--- config.mk ---
export PLATFORM = sky130hd
export DESIGN_NAME = instr_fetch
export DESIGN_NICKNAME = d
export VERILOG_FILES = /design/src/rtl/cpu_pkg.sv /design/src/rtl/fetch_pc_reg.sv /design/src/rtl/instr_fetch.sv
export SDC_FILE = /design/constraint.sdc
export NUM_CORES = 1
export LEC_CHECK = 0
export BUFFER_PORTS_ARGS = -buffer_cell sky130_fd_sc_hd__buf_4
export CORE_UTILIZATION = 45
export DETAILED_ROUTE_END_ITERATION = 10
export GPL_TIMING_DRIVEN = 0
export HOLD_SLACK_MARGIN = 0.1
export PLACE_DENSITY_LB_ADDON = 0.08
export SLEW_MARGIN = 20
export SYNTH_ARGS = -nofsm -noshare
export SYNTH_HDL_FRONTEND = slang
export SYNTH_SLANG_ARGS = --single-unit
export TNS_END_PERCENT = 30
--- constraint.sdc ---
create_clock -name clk -period 5.4 [get_ports clk]
set_input_delay 0.54 -clock clk [delete_from_list [all_inputs] [get_ports clk]]
set_output_delay 0.54 -clock clk [all_outputs]
set_load 0.02 [all_outputs]
--- src/rtl/cpu_pkg.sv ---
// Shared CPU definitions: fetch FSM state encoding and fetch datapath constants.
package cpu_pkg;

    typedef enum logic [1:0] {
        S_IDLE,
        S_REQ,
        S_HOLD,
        S_DROP
    } fetch_state_t;

    localparam int INSTR_W = 32;
    localparam int PC_STEP = 4;

endpackage

--- src/rtl/fetch_pc_reg.sv ---
// Program counter register: redirect beats sequential increment, which beats hold.
module fetch_pc_reg
    import cpu_pkg::*;
#(
    parameter int                ADDR_W   = 32,
    parameter logic [ADDR_W-1:0] RESET_PC = '0
) (
    input  logic              clk,
    input  logic              rst,
    input  logic              i_redirect,
    input  logic [ADDR_W-1:0] i_redirect_pc,
    input  logic              i_inc,
    input  logic [ADDR_W-1:0] i_inc_base,
    output logic [ADDR_W-1:0] o_pc,
    output logic [ADDR_W-1:0] o_pc_next
);

    logic [ADDR_W-1:0] r_pc;
    logic [ADDR_W-1:0] w_pc_next;

    // Redirect targets are forced word aligned; the increment wraps modulo 2^ADDR_W.
    always_comb begin
        w_pc_next = r_pc;
        if (i_redirect) begin
            w_pc_next = i_redirect_pc & ~ADDR_W'(3);
        end else if (i_inc) begin
            w_pc_next = i_inc_base + ADDR_W'(PC_STEP);
        end
    end

    always_ff @(posedge clk or posedge rst) begin
        if (rst) begin
            r_pc <= RESET_PC;
        end else begin
            r_pc <= w_pc_next;
        end
    end

    assign o_pc      = r_pc;
    assign o_pc_next = w_pc_next;

endmodule

--- src/rtl/instr_fetch.sv ---
// Instruction fetch stage: issues imem requests, holds the fetched word for the decoder,
// and discards responses that a branch/jump redirect has made stale.
module instr_fetch
    import cpu_pkg::*;
#(
    parameter int                ADDR_W   = 32,
    parameter logic [ADDR_W-1:0] RESET_PC = '0
) (
    input  logic               clk,
    input  logic               rst,
    output logic               imem_req,
    output logic [ADDR_W-1:0]  imem_addr,
    input  logic               imem_ack,
    input  logic [INSTR_W-1:0] imem_rdata,
    input  logic               redirect,
    input  logic [ADDR_W-1:0]  redirect_pc,
    input  logic               dec_ready,
    output logic [INSTR_W-1:0] read_data,
    output logic               read_valid,
    output logic [ADDR_W-1:0]  pc_out
);

    fetch_state_t       r_state;
    fetch_state_t       w_state_next;
    logic               r_gap;
    logic               w_gap_next;
    logic [ADDR_W-1:0]  r_req_addr;
    logic [INSTR_W-1:0] r_read_data;
    logic               r_read_valid;
    logic [ADDR_W-1:0]  r_pc_out;
    logic               w_deliver;
    logic               w_load_req;
    logic               w_release;
    logic [ADDR_W-1:0]  w_pc;
    logic [ADDR_W-1:0]  w_pc_next;

    fetch_pc_reg #(
        .ADDR_W   (ADDR_W),
        .RESET_PC (RESET_PC)
    ) u_pc (
        .clk           (clk),
        .rst           (rst),
        .i_redirect    (redirect),
        .i_redirect_pc (redirect_pc),
        .i_inc         (w_deliver),
        .i_inc_base    (r_req_addr),
        .o_pc          (w_pc),
        .o_pc_next     (w_pc_next)
    );

    // r_gap marks the one idle cycle in S_REQ after an acked request was killed by a redirect.
    always_comb begin
        w_state_next = r_state;
        w_gap_next   = 1'b0;
        w_deliver    = 1'b0;
        w_load_req   = 1'b0;
        w_release    = 1'b0;
        unique case (r_state)
            S_IDLE: begin
                w_state_next = S_REQ;
                w_load_req   = 1'b1;
            end
            S_REQ: begin
                if (r_gap) begin
                    w_load_req = 1'b1;
                end else if (imem_ack) begin
                    if (redirect) begin
                        w_gap_next = 1'b1;
                    end else begin
                        w_deliver    = 1'b1;
                        w_state_next = S_HOLD;
                    end
                end else if (redirect) begin
                    w_state_next = S_DROP;
                end
            end
            S_DROP: begin
                if (imem_ack) begin
                    w_state_next = S_IDLE;
                end
            end
            S_HOLD: begin
                if (redirect || dec_ready) begin
                    w_release    = 1'b1;
                    w_state_next = S_IDLE;
                end
            end
            default: w_state_next = S_IDLE;
        endcase
    end

    always_ff @(posedge clk or posedge rst) begin
        if (rst) begin
            r_state <= S_IDLE;
            r_gap   <= 1'b0;
        end else begin
            r_state <= w_state_next;
            r_gap   <= w_gap_next;
        end
    end

    // The request address is captured from the post-redirect PC so an IDLE-cycle redirect wins.
    always_ff @(posedge clk or posedge rst) begin
        if (rst) begin
            r_req_addr <= RESET_PC;
        end else if (w_load_req) begin
            r_req_addr <= w_pc_next;
        end
    end

    always_ff @(posedge clk or posedge rst) begin
        if (rst) begin
            r_read_data  <= '0;
            r_pc_out     <= '0;
            r_read_valid <= 1'b0;
        end else begin
            if (w_deliver) begin
                r_read_data  <= imem_rdata;
                r_pc_out     <= r_req_addr;
                r_read_valid <= 1'b1;
            end else if (w_release) begin
                r_read_valid <= 1'b0;
            end
        end
    end

    assign imem_req   = ((r_state == S_REQ) && !r_gap) || (r_state == S_DROP);
    assign imem_addr  = r_req_addr;
    assign read_data  = r_read_data;
    assign read_valid = r_read_valid;
    assign pc_out     = r_pc_out;

    logic w_unused;
    assign w_unused = ^w_pc;

endmodule

Word level (Yosys, flattened, before mapping)
Cells that the tools add are included.
- equality and inequality tests: 8
- reduce and logical (&&, ||, !) cells: 7
- multiplexer cells: 23
- add/subtract/negate cells: 1
- operators by type and width (kind ; count):
    32-bit 2-to-1 mux ; 2
    32-bit by 3-bit adder with 32-bit output, second input constant ; 1
    1-bit 2-to-1 mux ; 13
    2-bit 2-to-1 mux ; 6
    2-bit one-hot mux with 4 select lines ; 1
    2-bit inequality test, second input constant ; 3
    3-bit inequality test, second input constant ; 2
    5-bit AND reduction ; 1
    2-bit == test, second input constant ; 2
    2-bit by 1-bit == test with 1-bit output, second input constant ; 1
    2-bit logical NOT ; 1
    1-bit logical OR ; 2
    1-bit one-hot mux with 2 select lines ; 1
    2-bit nonzero test ; 1
    1-bit logical AND ; 1
    1-bit logical NOT ; 1
- word-level logic and storage cells: 46
- flip-flop bits (word level): 132

Depth between registers and ports, before layout
- word-level depth: 6
- mapped depth: 8

Modules after synthesis
From an unflattened synthesis, not the netlist that was laid out.
- cell total of the unflattened synthesis: 451
- area total of the unflattened synthesis: 5940.7 um2
- by module, submodules not included (module ; area an instance (um2) ; instances ; cells an instance ; sequential area each (um2)):
    instr_fetch ; 3930.0 ; 1 ; 225 ; 2502.4
    fetch_pc_reg ; 2010.7 ; 1 ; 226 ; 800.8

Worst setup path before layout
No wires, ideal clock.
- kind: register to register
- start: reg r_req_addr[11], in the netlist imem_addr[11]
- end: reg u_pc.r_pc[24], in the netlist u_pc.o_pc[24]
- stages on the path, launching flop included: 7
- setup time: 0.126 ns
- path slack: 3.423 ns
- arrival: 1.851 ns
- required time: 5.274 ns
- path through: dfrtp_1 -> buf_2 -> nand3_1 -> nor4b_2 -> nand4_1 -> mux2i_1 -> a221o_1
- cells in the longest elaborated chain, start to end: 3
- RTL lines (what ; RTL line ; text):
    start: declaration ; instr_fetch.sv:27 ; logic [ADDR_W-1:0] r_req_addr;
    start signal: assignment ; instr_fetch.sv:107 ; r_req_addr <= w_pc_next;
    32-bit by 3-bit adder with 32-bit output ; fetch_pc_reg.sv:27 ; w_pc_next = i_inc_base + ADDR_W'(PC_STEP);
    32-bit 2-to-1 mux ; fetch_pc_reg.sv:26 ; end else if (i_inc) begin
    32-bit 2-to-1 mux ; fetch_pc_reg.sv:24 ; if (i_redirect) begin
    via u_pc.o_pc_next[24] ; fetch_pc_reg.sv:15 ; output logic [ADDR_W-1:0] o_pc_next
    end signal: assignment ; fetch_pc_reg.sv:35 ; r_pc <= w_pc_next;
    end: declaration ; fetch_pc_reg.sv:18 ; logic [ADDR_W-1:0] r_pc;
The timed path passes the listed nets, and every way through them passes these cells.
A chain may end at the register's enable or synchronous reset.

Worst setup path after layout
- start: reg r_req_addr[2], in the netlist imem_addr[2]
- end: reg u_pc.r_pc[28], in the netlist u_pc.o_pc[28]
The elaborated chain is that of the path after synthesis.

==> metrics <==
status completed; top achievable clock speed 389 MHz; slew margin rel. between 30% and 40%; Initial Util between 40% and 50%; die area 13500 sq um; H-tree lvl count 4; cell family with most CP delay simple AND/OR/NAND/NOR gates; leakage 3.97 nW; Inst Count DP 1005; DR vias approximately 5400; clk root buf clkbuf_16; VDD IR max 0.287 mV; clk_skew 7.05 ps; initial antenna violation count 0; 1st-iter DRT viols 466; FF+latch area 3300 sq um; max cap viols 0; Worst R2R Start imem_addr[2]; CTS tree done; Die X 116 um; total power 4.93 mW; final hold vios 0; worst hold stages 3; Multi-input gate area about 2400 sq um; Worst-path clk slew 50 ps; ANT cells 0; overflow left after global routing 0; core footprint about 13000 sq um; DIE HEIGHT 116 um; Yosys top cell by area dfrtp_1; All-Layer GR Usage around 27%; number of buffers created by CTS 17; largest net degree at the start of global routing a little under 100; min setup slack post-route 2830 ps; placed inst area roughly 7400 sq um; DRC viols 0; Mean Syn Cell Area slightly below 9 sq um; CP max stage delay 790 ps; asr flop ratio synth 100%; # fillers 1130; Finished Layout Cells roughly 1000; Crit-path slowest cell nor4_1; Unique masters post-synth 45; P&R area growth vs syn 35.0%; Final setup viols 0; Finished Cell Area 7950 sq um; syn_nets 739; fin. max-slew vios 0; antenna-violating nets left 0; Tightest Pin Transition 969 ps; io pins 167; TNS Setup 0 ps; number of synthesis warnings 0; fin nets 923; fin util 62.7%; CP arrival 2900 ps; mapped cell area 5890 sq um; WL/cell ~17 um; top-area cell type share of the netlist area 56.1%; synth top area cells dfrtp_1, nand2_1, nor2_1, a21oi_1, o21ai_0; Clock Path Buffers 2; clk sinks 132; worst path required time 5730 ps; r2r worst-path depth 6; Vias/cell approximately 5.2; Max Fanout on Critical Path 8; global placer's final weighted congestion 0.850; Synth Flop Type dfrtp_1; critical path class reg2reg; Post-CTS Setup Bufs 0; Worst Hold Class in2reg; Startpoint Class flip-flop; Post-synth EDFFs 0; worst hold slack 313 ps; #FFs+latches synth around 130; CP cell instances ha_1 -> nand3_1 -> nor4_1 -> nand4_1 -> xor2_1 -> o21ai_0; latest clock arrival within the worst-skew pair 420 ps; CP Capture Type flip-flop; RSZ-0062 raised after global routing false; CP Launch Point imem_addr[2]; cell depth of the worst setup path 6; DR pass1 iterations 4; number of global-route vias before repair between 5000 and 6000; port bufs 163; first-pass GRT wire length 27100 um; period utilization 47.6%; Tmin final 2570 ps; Rows 41; hold wc startpoint imem_rdata[8]; fraction of layout instances using a drive strength above 1 24.2%; setup slack after placement 2880 ps; WP buf/inv 0; P per Cell Area 621 nW/um^2; register area share after synthesis 56.1%; Post-Syn Instances ~670; Post-DP HPWL around 12000 um; Final Routed Wirelength 17400 um
[worst register-to-register path: stages (launching register included)]
cell and delay, ps:
dfrtp_1 540, ha_1 330, nand3_1 240, nor4_1 790
nand4_1 220, xor2_1 200, o21ai_0 160
[registers in the layout, indices dropped and copies added (netlist names)]
signal	flops
read_data	32
u_pc.o_pc	32
pc_out	32
imem_addr	32
r_gap	1
r_state	2
read_valid	1
[power by group]
| part | internal (mW) | switching (mW) |
|---|---|---|
| registers | 1.40 | 0.377 |
| logic | 0.809 | 1.24 |
| clock network | 0.715 | 0.403 |
[cell usage in the layout, fill, tap and decap left out, types with 2 or more instances in the layout]
cell,instances
a21o_1,2
dfrtp_1,132
clkinv_2,2
clkbuf_8,7
or3_1,3
nor2_1,56
buf_1,5
buf_4,164
clkbuf_16,17
mux2i_1,9
nor4_1,4
o31ai_1,2
a21oi_1,37
o21ai_1,2
o21ai_0,29
a221o_1,2
xor2_1,14
inv_1,3
and3_1,5
a31oi_1,7
nor3_1,6
clkbuf_1,33
buf_2,6
a22oi_1,3
nor4_4,2
xnor2_1,9
nand2_1,245
nand4_1,7
mux2_2,2
o221ai_1,2
nand2b_1,10
nand3_1,18
[per-layer routing]
metal | vias up | global-route usage (%) | share of wire, %
li1 | 2556 | - | -
met1 | 2625 | 38.4 | 46
met2 | 191 | 41.7 | 46
met3 | 23 | 5.03 | 5.6
met4 | 0 | 9.74 | 1.7
met5 | - | 0 | 0
[cell usage after synthesis (2+ instances only)]
cell type  number
xor2_1         14
or3_1           3
o21ai_0        29
mux2_2          2
dfrtp_1       132
o21ai_1         2
nor4_1          4
a221o_1         2
o31ai_1         2
mux2i_1         9
nand2b_1       10
nand4_1         7
a21o_1          2
nor3_1          6
buf_1           5
nand3_1        18
buf_2           6
nor2_1         56
nor4_4          2
o221ai_1        2
a31oi_1         7
and3_1          5
a22oi_1         3
nand2_1       245
xnor2_1         9
inv_1           4
a21oi_1        37
clkbuf_1       29
[worst paths after layout]
kind | to | slack, ps
min in group asynchronous | read_data[0] | 650
hold reg to reg | pc_out[3] | 470
setup / recovery | u_pc.o_pc[28] | 2830
setup reg to reg | u_pc.o_pc[28] | 2830
hold / removal | read_data[8] | 310
max in group asynchronous | imem_addr[4] | 4010
[final cells by class]
type / count / share of cell area [%]
Multi-Input combinational cell: 490 / 30.0
Clock buffer: 28 / 6.75
Timing Repair Buffer: 165 / 15.9
Inverter: 4 / 0.283
Clock inverter: 3 / 0.504
Buffer: 43 / 2.28
Tap cell: 172 / 2.71
Sequential cell: 132 / 41.6
[cell families after synthesis]
group / synth area share [%]
AOI/OAI and AO/OA: 8.65
buffers and inverters: 3.34
DFF: 56.1
xor gates and xnor gates: 3.42
adders and majority gates: 0.213
muxes: 1.91
and+or+nand+nor: 26.4
[what timing repair did]
item,in CTS,in global routing
hold buffers,1,0
hold endpoints to repair,35,0
gates resized for setup,0,0
Note: power is estimated with default switching activity, not from simulation.
